--- config.mk ---
export PLATFORM = sky130hd
export DESIGN_NAME = multicycle_control_fsm
export DESIGN_NICKNAME = d
export VERILOG_FILES = /design/src/rtl/multicycle_control_fsm.sv
export SDC_FILE = /design/constraint.sdc
export NUM_CORES = 1
export LEC_CHECK = 0
export CAP_MARGIN = 20
export CELL_PAD_IN_SITES_DETAIL_PLACEMENT = 1
export CELL_PAD_IN_SITES_GLOBAL_PLACEMENT = 1
export CORE_MARGIN = 2
export CORE_UTILIZATION = 25
export CTS_BUF_LIST = sky130_fd_sc_hd__clkbuf_2 sky130_fd_sc_hd__clkbuf_4 sky130_fd_sc_hd__clkbuf_8
export CTS_CLUSTER_DIAMETER = 80
export DETAILED_ROUTE_END_ITERATION = 12
export PLACE_DENSITY = 0.81
export SYNTH_ARGS = -nofsm -noshare
export SYNTH_HDL_FRONTEND = slang
export SYNTH_SLANG_ARGS = --single-unit
--- constraint.sdc ---
create_clock -name clk -period 1.69 [get_ports clk]
set_input_delay 0.169 -clock clk [delete_from_list [all_inputs] [get_ports clk]]
set_output_delay 0.169 -clock clk [all_outputs]
set_load 0.01 [all_outputs]
--- src/rtl/multicycle_control_fsm.sv ---
// rtl/multicycle_control_fsm.sv - multicycle RV32I main control sequencer
//
// Purpose: steps fetch/decode/execute/memory/writeback for one instruction at a
// time and drives the datapath steering signals each cycle.
//
// Ports:
//   clk                      system clock, rising edge
//   reset                    asynchronous active-low reset
//   instr[31:0]              latched instruction register
//   zero/carry/sign/overflow ALU flags (carry = 1 means no borrow)
//   pc_write, adr_src, mem_write, ir_write, reg_write   datapath enables/selects
//   result_src[1:0], alu_src_a[1:0], alu_src_b[1:0]     datapath mux selects
//   alu_control[3:0], imm_src[2:0]                      ALU op / immediate format
//   illegal                  sticky unsupported-opcode flag
//   state_dbg[3:0]           current state encoding
module multicycle_control_fsm #(
  parameter int MEM_LATENCY = 1
) (
  input  logic        clk,
  input  logic        reset,
  input  logic [31:0] instr,
  input  logic        zero,
  input  logic        carry,
  input  logic        sign,
  input  logic        overflow,
  output logic        pc_write,
  output logic        adr_src,
  output logic        mem_write,
  output logic        ir_write,
  output logic [1:0]  result_src,
  output logic [1:0]  alu_src_a,
  output logic [1:0]  alu_src_b,
  output logic [3:0]  alu_control,
  output logic [2:0]  imm_src,
  output logic        reg_write,
  output logic        illegal,
  output logic [3:0]  state_dbg
);

  typedef enum logic [3:0] {
    S_FETCH     = 4'd0,
    S_DECODE    = 4'd1,
    S_MEM_ADR   = 4'd2,
    S_MEM_READ  = 4'd3,
    S_MEM_WB    = 4'd4,
    S_MEM_WRITE = 4'd5,
    S_EXEC_R    = 4'd6,
    S_EXEC_I    = 4'd7,
    S_ALU_WB    = 4'd8,
    S_BRANCH    = 4'd9,
    S_JAL       = 4'd10,
    S_JALR_ADR  = 4'd11,
    S_JALR_PC   = 4'd12,
    S_LUI       = 4'd13,
    S_AUIPC     = 4'd14,
    S_TRAP      = 4'd15
  } state_t;

  localparam logic [3:0] ALU_ADD  = 4'b0000;
  localparam logic [3:0] ALU_SUB  = 4'b0001;
  localparam logic [3:0] ALU_AND  = 4'b0010;
  localparam logic [3:0] ALU_OR   = 4'b0011;
  localparam logic [3:0] ALU_XOR  = 4'b0100;
  localparam logic [3:0] ALU_SLL  = 4'b0101;
  localparam logic [3:0] ALU_SRL  = 4'b0110;
  localparam logic [3:0] ALU_SRA  = 4'b0111;
  localparam logic [3:0] ALU_SLT  = 4'b1000;
  localparam logic [3:0] ALU_SLTU = 4'b1001;
  localparam logic [3:0] ALU_PASSB = 4'b1010;

  localparam logic [2:0] IMM_I = 3'b000;
  localparam logic [2:0] IMM_S = 3'b001;
  localparam logic [2:0] IMM_B = 3'b010;
  localparam logic [2:0] IMM_J = 3'b011;
  localparam logic [2:0] IMM_U = 3'b100;

  localparam logic [6:0] OP_LOAD   = 7'b0000011;
  localparam logic [6:0] OP_STORE  = 7'b0100011;
  localparam logic [6:0] OP_R      = 7'b0110011;
  localparam logic [6:0] OP_I      = 7'b0010011;
  localparam logic [6:0] OP_BRANCH = 7'b1100011;
  localparam logic [6:0] OP_JAL    = 7'b1101111;
  localparam logic [6:0] OP_JALR   = 7'b1100111;
  localparam logic [6:0] OP_LUI    = 7'b0110111;
  localparam logic [6:0] OP_AUIPC  = 7'b0010111;

  // Final wait-counter value of a FETCH or MEM_READ burst.
  localparam logic [2:0] LAST_WAIT = 3'(MEM_LATENCY - 1);

  state_t     state, state_next;
  logic [2:0] wait_cnt, wait_next;
  logic       illegal_q;

  logic [6:0] opcode;
  logic [2:0] funct3;
  logic       funct7b5;
  logic       wait_done;
  logic       branch_taken;
  logic [3:0] r_op, i_op;

  assign opcode    = instr[6:0];
  assign funct3    = instr[14:12];
  assign funct7b5  = instr[30];
  assign wait_done = (wait_cnt == LAST_WAIT);

  logic unused_instr_bits;
  assign unused_instr_bits = &{1'b0, instr[31], instr[29:15], instr[11:7]};

  // State register, wait counter and sticky illegal flag.
  always_ff @(posedge clk or negedge reset) begin
    if (!reset) begin
      state     <= S_FETCH;
      wait_cnt  <= 3'd0;
      illegal_q <= 1'b0;
    end else begin
      state    <= state_next;
      wait_cnt <= wait_next;
      if (state_next == S_TRAP) begin
        illegal_q <= 1'b1;
      end
    end
  end

  // Next state. The wait counter only advances while a memory burst is
  // still pending; every other path leaves it at zero for the next state.
  always_comb begin
    state_next = state;
    wait_next  = 3'd0;
    unique case (state)
      S_FETCH: begin
        if (wait_done) state_next = S_DECODE;
        else           wait_next  = wait_cnt + 3'd1;
      end
      S_DECODE: begin
        unique case (opcode)
          OP_LOAD, OP_STORE: state_next = S_MEM_ADR;
          OP_R:              state_next = S_EXEC_R;
          OP_I:              state_next = S_EXEC_I;
          OP_BRANCH:         state_next = S_BRANCH;
          OP_JAL:            state_next = S_JAL;
          OP_JALR:           state_next = S_JALR_ADR;
          OP_LUI:            state_next = S_LUI;
          OP_AUIPC:          state_next = S_AUIPC;
          default:           state_next = S_TRAP;
        endcase
      end
      S_MEM_ADR:   state_next = (opcode == OP_STORE) ? S_MEM_WRITE : S_MEM_READ;
      S_MEM_READ: begin
        if (wait_done) state_next = S_MEM_WB;
        else           wait_next  = wait_cnt + 3'd1;
      end
      S_MEM_WB:    state_next = S_FETCH;
      S_MEM_WRITE: state_next = S_FETCH;
      S_EXEC_R:    state_next = S_ALU_WB;
      S_EXEC_I:    state_next = S_ALU_WB;
      S_ALU_WB:    state_next = S_FETCH;
      S_BRANCH:    state_next = S_FETCH;
      S_JAL:       state_next = S_ALU_WB;
      S_JALR_ADR:  state_next = S_JALR_PC;
      S_JALR_PC:   state_next = S_ALU_WB;
      S_LUI:       state_next = S_ALU_WB;
      S_AUIPC:     state_next = S_ALU_WB;
      S_TRAP:      state_next = S_TRAP;
      default:     state_next = S_FETCH;
    endcase
  end

  // ALU operation for register and immediate arithmetic. Only the shift
  // group uses funct7b5 for immediates, so addi never turns into a subtract.
  always_comb begin
    r_op = ALU_ADD;
    i_op = ALU_ADD;
    unique case (funct3)
      3'b000: begin r_op = funct7b5 ? ALU_SUB : ALU_ADD; i_op = ALU_ADD; end
      3'b001: begin r_op = ALU_SLL;  i_op = ALU_SLL;  end
      3'b010: begin r_op = ALU_SLT;  i_op = ALU_SLT;  end
      3'b011: begin r_op = ALU_SLTU; i_op = ALU_SLTU; end
      3'b100: begin r_op = ALU_XOR;  i_op = ALU_XOR;  end
      3'b101: begin
        r_op = funct7b5 ? ALU_SRA : ALU_SRL;
        i_op = funct7b5 ? ALU_SRA : ALU_SRL;
      end
      3'b110: begin r_op = ALU_OR;   i_op = ALU_OR;   end
      default: begin r_op = ALU_AND; i_op = ALU_AND;  end
    endcase
  end

  // Branch condition from the subtract flags of rs1 - rs2.
  always_comb begin
    branch_taken = 1'b0;
    unique case (funct3)
      3'b000:  branch_taken = zero;
      3'b001:  branch_taken = !zero;
      3'b100:  branch_taken = sign ^ overflow;
      3'b101:  branch_taken = !(sign ^ overflow);
      3'b110:  branch_taken = !carry;
      3'b111:  branch_taken = carry;
      default: branch_taken = 1'b0;
    endcase
  end

  // Datapath controls. Everything is held at zero while reset is asserted so
  // an aborted instruction cannot leak a write strobe.
  always_comb begin
    pc_write    = 1'b0;
    adr_src     = 1'b0;
    mem_write   = 1'b0;
    ir_write    = 1'b0;
    result_src  = 2'b00;
    alu_src_a   = 2'b00;
    alu_src_b   = 2'b00;
    alu_control = ALU_ADD;
    imm_src     = IMM_I;
    reg_write   = 1'b0;
    illegal     = 1'b0;
    state_dbg   = 4'd0;
    if (reset) begin
      illegal   = illegal_q;
      state_dbg = state;
      unique case (state)
        S_FETCH: begin
          alu_src_b  = 2'b10;
          result_src = 2'b10;
          ir_write   = wait_done;
          pc_write   = wait_done;
        end
        S_DECODE: begin
          alu_src_a = 2'b01;
          alu_src_b = 2'b01;
          imm_src   = (opcode == OP_JAL) ? IMM_J : IMM_B;
        end
        S_MEM_ADR: begin
          alu_src_a = 2'b10;
          alu_src_b = 2'b01;
          imm_src   = (opcode == OP_STORE) ? IMM_S : IMM_I;
        end
        S_MEM_READ: begin
          adr_src = 1'b1;
        end
        S_MEM_WB: begin
          result_src = 2'b01;
          reg_write  = 1'b1;
        end
        S_MEM_WRITE: begin
          adr_src   = 1'b1;
          mem_write = 1'b1;
        end
        S_EXEC_R: begin
          alu_src_a   = 2'b10;
          alu_control = r_op;
        end
        S_EXEC_I: begin
          alu_src_a   = 2'b10;
          alu_src_b   = 2'b01;
          alu_control = i_op;
        end
        S_ALU_WB: begin
          reg_write = 1'b1;
        end
        S_BRANCH: begin
          alu_src_a   = 2'b10;
          alu_control = ALU_SUB;
          pc_write    = branch_taken;
        end
        S_JAL: begin
          alu_src_a = 2'b01;
          alu_src_b = 2'b10;
          pc_write  = 1'b1;
        end
        S_JALR_ADR: begin
          alu_src_a = 2'b10;
          alu_src_b = 2'b01;
        end
        S_JALR_PC: begin
          alu_src_a = 2'b01;
          alu_src_b = 2'b10;
          pc_write  = 1'b1;
        end
        S_LUI: begin
          alu_src_b   = 2'b01;
          imm_src     = IMM_U;
          alu_control = ALU_PASSB;
        end
        S_AUIPC: begin
          alu_src_a = 2'b01;
          alu_src_b = 2'b01;
          imm_src   = IMM_U;
        end
        default: begin
        end
      endcase
    end
  end

endmodule

==> results.yml, run 1 <==
run_status:
  outcome: "finished, violations left"
  violations: "negative setup slack"
sta:
  period_minus_slack_ns: 1.86
  finClkSkew_ns: 0.00318
  clock.fmax_mhz: 539
  finalWorstSetupSlack_ns: -0.166
  final_max_slew_viol_count: 0
  setup-violations-final: 6
  worstMarginPinSlew_ns: 0.271
  relSlewSlack_pct: 81.7
  final_hold_viol_count: 0
  timing.final.crit_share_pct: 110
  rsz0062_at_grt: "true"
detailed_routing:
  routed_wl_mm: 4.63
  initialDrtViolationCount: 23
  drt_drc_violations_left: 0
  ant_nets: 0
  wl_per_cell_um: 16.9
  vias: 1398
  drt-pass1-iter-count: 4
  viasPerCell: 5.10
job:
  maxCapViolations: 0
synthesis:
  syn_nets: 176
  ys_ff_latch: 8
  syn_avg_cell_area_sq_um: 7.32
  syn_inst: 136
  async_reset_ff_share_pct: 100
  synth-seq-area-share_pct: 20.1
  synth_warnings: 0
  ys.flop_type: "dfrtp_1"
  synth_edf_count: 0
  synth_cell_type_count: 48
  syn_area_sq_um: 996
global_routing:
  grt_pass1_wl_mm: 7.13
  grt_pass1_vias: 1529
  grt_overflow: 0
  grt_usage_pct: 20.8
  grt_max_degree: 13
  antenna_found_initial: 0
die:
  initial_core_util_pct: 26.6
  ios: 61
  fp.dieW_um: 67.1
  dieHeight_um: 67.1
  dieArea_sq_um: 4500
  coreArea_sq_um: 3740
  rows: 22
final_layout:
  area_delta_synth_final_pct: 97.1
  diodes: 0
  multiInputGateArea_sq_um: 842
  fillers: 476
  drive_above_1_share_pct: 45.1
  regArea_sq_um: 205
  nNetsFinal: 268
  fin_util_pct: 52.4
power:
  sw_frac_of_total_pct: 44.6
  sequentialPowerShare_pct: 13.7
  p_int_uw: 1350
  max-vdd-ir-drop_v: 0.000648
  p_comb_share_pct: 77.3
  p_leak_uw: 0.000919
  powerDensity_nw_per_um2: 1240
  p_sw_uw: 1080
  clkPwrFrac_pct: 9.0
setup_path:
  rr_worst_depth: 10
  end_kind: "output pin"
  cp_data_arrival_time_ns: 1.69
  r2r_start: "wait_cnt[1]"
  cp_max_fo: 2
  r2r-end: "illegal_q"
  path_class: "flop to output pin"
  r2r_slack_ns: -0.14
  worstPathRequired_ns: 1.52
  crit_path_start_kind: "flop"
clock_tree:
  tritoncts: "yes"
  cts_root_buf: "clkbuf_8"
  numCtsBuffers: 3
  clk_latency_ns: 0.22
  clkTransAtPathRegs_ns: 0.04
  postCtsHoldBufs: 0
  cts.path.max_buffers: 2
  htreeDepth: 1
  cts.sinks: 8
placement:
  routabilityCongestion: 0.890
  hpwl_mm: 3.29
  portBuffers: 39
  pre_cts_ws_ns: -0.396
worst_hold_path:
  hold_class: "primary input to asynchronous set/reset pin"
==> metal layers <==
layer  GRT usage, %  vias up  wire length [um]
li1               -      666                 -
met1           20.1      672              1640
met5              0        -                 0
met3           1.18       14               189
met2           43.4       46              2630
met4           9.69        0               171
==> cell type report <==
class                           count  area share (%)
Multi-Input combinational cell    111            42.9
Timing Repair Buffer               94            39.5
Inverter                           10            2.04
Tap cell                           48            3.06
Clock buffer                        3            2.10
Sequential cell                     8            10.5
==> synthesized netlist by cell type (2+ instances only) <==
cell type,instances,area [sq um]
buf_4,2,15.0
dfrtp_1,8,200
a21oi_1,11,55.1
nand2_1,12,45.0
nand3b_1,2,15.0
inv_2,2,7.51
inv_1,8,30.0
nor2_1,13,48.8
o211ai_1,2,15.0
and2_1,6,37.5
nor2_4,2,22.5
buf_2,3,15.0
o221ai_1,2,17.5
nand2b_1,3,18.8
a31oi_1,2,12.5
nor3_1,6,30.0
nor4b_1,2,17.5
xnor2_1,3,26.3
o21ai_0,4,20.0
nor4_1,2,12.5
o21ai_1,2,10.0
ha_1,2,25.0
clkbuf_1,2,7.51
nor2b_1,6,37.5
xor2_1,2,17.5
nand3_1,5,25.0
==> through the flow <==
step           total power (uW)  cell area, sq um  setup TNS, ns  hold slack [ns]  std cells
6_report                   2430              1960         -0.499            0.142        274
3_5_place_dp               1900              1740          -4.27            0.479        260
3_3_place_gp               1830              1740          -3.46            0.464        260
2_1_floorplan              1120               996              0           -0.127        136
5_1_grt                    2580              1960          -1.03            0.172        274
4_1_cts                    2250              1910         -0.343            0.137        272
==> how the worst max path moves through the flow <==
stage | start | endpoint
2_1_floorplan | wait_cnt[0] | pc_write
6_report | wait_cnt[1] | pc_write
3_5_place_dp | wait_cnt[0] | pc_write
4_1_cts | wait_cnt[1] | pc_write
5_1_grt | wait_cnt[1] | pc_write
3_3_place_gp | overflow | pc_write
==> state kept, by name, indices dropped and copies added, names as in the netlist <==
register	count
state	4
illegal_q	1
wait_cnt	3
==> what timing repair did <==
action	CTS	global route
setup endpoints to repair	25	18
setup buffers	9	2
pin swaps	9	9
gates resized for setup	71	25
==> power by group through the flow <==
stage,logic [uW],registers (uW),clock network [uW]
after floorplan,839,280,0
after global placement,1510,314,0
after detailed placement,1580,320,0
after CTS,1710,320,227
after global routing,2010,338,236
final,1880,333,218
==> cells by family (layout without fill, tap and decap cells) <==
logic type                 Yosys count  in the layout  synth area share (%)
AOI/OAI and AO/OA                   36             36                  25.0
and+or+nand+nor                     66             66                  37.8
DFF                                  8              8                  20.1
xor gates and xnor gates             6              6                  6.03
adders and majority gates            2              2                  2.51
muxes                                1              1                  1.01
buffers and inverters               17            107                  7.54
==> layout by cell type (no fill, tap or decap), types with 5 or more instances in the layout <==
master	instances
a21oi_1	10
and2_1	6
buf_2	6
buf_4	47
buf_6	8
clkdlybuf4s50_1	14
dlygate4sd2_1	11
inv_1	6
nand2_1	11
nand3_1	5
nor2_1	12
==> critical path: stages (launching register included) <==
cell and delay (ns):
dfrtp_1 0.37, inv_2 0.07, ha_4 0.17, nor2b_4 0.12, a211o_1 0.28, nand2_1 0.09
o221ai_2 0.08, and3b_1 0.17, buf_2 0.13
(Power assumes the default switching activity.)
==> inputs of run 2 (changes only) <==
--- a/config.mk
+++ b/config.mk
@@ -8,12 +8,13 @@
 export CAP_MARGIN = 20
 export CELL_PAD_IN_SITES_DETAIL_PLACEMENT = 1
 export CELL_PAD_IN_SITES_GLOBAL_PLACEMENT = 1
+export CORE_ASPECT_RATIO = 0.9
 export CORE_MARGIN = 2
 export CORE_UTILIZATION = 25
-export CTS_BUF_LIST = sky130_fd_sc_hd__clkbuf_2 sky130_fd_sc_hd__clkbuf_4 sky130_fd_sc_hd__clkbuf_8
 export CTS_CLUSTER_DIAMETER = 80
 export DETAILED_ROUTE_END_ITERATION = 12
 export PLACE_DENSITY = 0.81
 export SYNTH_ARGS = -nofsm -noshare
 export SYNTH_HDL_FRONTEND = slang
 export SYNTH_SLANG_ARGS = --single-unit
+export TNS_END_PERCENT = 20
==> run 2 against run 1 <==
The flow still finishes with violations (negative setup slack). Wire length down 5.9%. Fmax shrank 2.5%. Sequential power is 3% higher. Die area is essentially flat. Sequential share of layout area up 0.60 points. Power increased by 2.6%. Final cell count fell by 4.0%. Clock power rose by 3%. Via count fell by 2.4%. Register-to-register slack improved by 0.12 ns. Global-route usage is 2.4 points lower. Highest routed layer unchanged.
==> results.yml, run 2 (synthesized netlist as in run 1, its figures left out) <==
detailed_routing:
  vias: 1364
  drt-pass1-iter-count: 4
  wl_per_cell_um: 16.6
  initialDrtViolationCount: 35
  viasPerCell: 5.19
  ant_nets: 0
  drt_drc_violations_left: 0
  routed_wl_mm: 4.36
setup_path:
  end_kind: "output pin"
  cp_data_arrival_time_ns: 1.74
  r2r_start: "wait_cnt[0]"
  worstPathCellList: "inv_1, ha_2, nor2b_4, a211o_1, nand2_1, o221ai_2, and3b_1, buf_2"
  r2r_slack_ns: -0.02
  rr_worst_depth: 8
  cp-startpoint: "wait_cnt[0]"
  path_class: "flop to output pin"
  cp_max_fo: 3
  cp_slowest_cell: "dfrtp_1"
  slowest_delay_ns: 0.36
  r2r-end: "illegal_q"
  worstPathRequired_ns: 1.52
  crit_path_start_kind: "flop"
final_layout:
  nNetsFinal: 259
  final_cell_mix: "39 x buf_4, 12 x clkdlybuf4s50_1, 11 x nor2_1, 11 x nand2_1, 10 x a21oi_1"
  largest_reg_flops: 4
  regArea_sq_um: 205
  fin_area_sq_um: 1860
  layout_commonest_cell: "buf_4"
  area_delta_synth_final_pct: 86.4
  top_register: "state"
  top_regs: "state x4, wait_cnt x3, illegal_q x1"
  diodes: 0
  multiInputGateArea_sq_um: 817
  drive_above_1_share_pct: 44.2
  fillers: 479
  fin_util_pct: 49.4
sta:
  final_hold_viol_count: 0
  timing.final.crit_share_pct: 113
  final_max_slew_viol_count: 0
  finalWorstSetupSlack_ns: -0.215
  relSlewSlack_pct: 80.7
  finClkSkew_ns: 0.00145
  worstMarginPinSlew_ns: 0.286
  clock.fmax_mhz: 525
  rsz0062_at_grt: "true"
  holdWs_ns: 0.160
  period_minus_slack_ns: 1.90
  setup-violations-final: 6
placement:
  routabilityCongestion: 0.824
  placed_cell_area_sq_um: 1680
  pre_cts_ws_ns: -0.393
  hpwl_mm: 3.10
  portBuffers: 39
clock_tree:
  clk_latency_ns: 0.23
  numCtsBuffers: 3
  clkTransAtPathRegs_ns: 0.04
  cts.path.max_buffers: 2
  cts.sinks: 8
  cts_root_buf: "clkbuf_8"
  htreeDepth: 1
  tritoncts: "yes"
global_routing:
  antenna_found_initial: 0
  use_met1_pct: 19.3
  grt_max_degree: 14
  grt_pass1_vias: 1441
  gr-usage-met2_pct: 38.2
  grt_util_met3_pct: 1.89
  grt_usage_pct: 18.3
  grt_overflow: 0
  top_usage_layer: "met2"
  grt_pass1_wl_mm: 6.64
die:
  fp.dieW_um: 70.5
  coreArea_sq_um: 3760
  ios: 61
  dieArea_sq_um: 4510
  initial_core_util_pct: 26.5
  dieHeight_um: 63.9
  rows: 21
run_status:
  violations: "negative setup slack"
  outcome: "finished, violations left"
job:
  maxCapViolations: 0
power:
  total_power_uw: 2490
  powerDensity_nw_per_um2: 1340
  p_leak_uw: 0.000875
  max-vdd-ir-drop_v: 0.000380
worst_hold_path:
  hold_class: "primary input to asynchronous set/reset pin"
run 2: cell count changes in the layout (fill, tap and decap cells not counted), sizes merged:
cell           previous run  this run
buf                      61        55
clkdlybuf4s50            14        12
clkbuf                    7         9
dlygate4sd2              11         8
clkdlybuf4s15             3         2
dlymetal6s2s              1         2
run 2: final cells by class:
type | instances | area share (%)
multi-input cells | 111 | 44.0
repair buffers | 85 | 37.6
flip-flops and latches | 8 | 11.1
well taps | 46 | 3.10
clock buffers | 3 | 2.22
inverters | 10 | 2.02
run 2: how the worst max path moves through the flow:
stage | endpoint | slack [ns] | cells after the start
finish | pc_write | -0.21 | 8
global route | pc_write | -0.31 | 8
CTS | pc_write | -0.17 | 7
detailed placement | pc_write | -0.39 | 7
global placement | pc_write | -0.32 | 8
floorplan | pc_write | 0.13 | 7
run 2: through the flow:
step / std cells / TNS, ns
floorplan: 136 / 0
global placement: 250 / -4.17
detailed placement: 250 / -5.07
CTS: 260 / -0.374
global route: 263 / -1.27
finish: 263 / -0.507
run 2: per-layer routing:
metal / wire length, um / share of wire (%)
met5: 0 / 0
met3: 175 / 4.0
met4: 106 / 2.4
met2: 2450 / 56
met1: 1620 / 37
run 2: worst max-delay path: cells and delay by family, from the launching register on:
kind	cells	cell delay, ns
fa+ha+maj	1	0.19
compound gates	2	0.39
flops	1	0.36
simple gates	3	0.39
buf+inv	2	0.18
run 2: timing repair:
action,4_1_cts,5_1_grt
hold buffers,0,0
setup buffers,7,4
resized for setup,69,32
pin swaps,10,10
endpoints found under the setup margin,24,17
run 2: report_power, final:
group	internal (uW)	switching (uW)	leakage (uW)
clock network	154	71.2	0.0000216
registers	246	96.8	0.0000964
logic	1000	927	0.000757
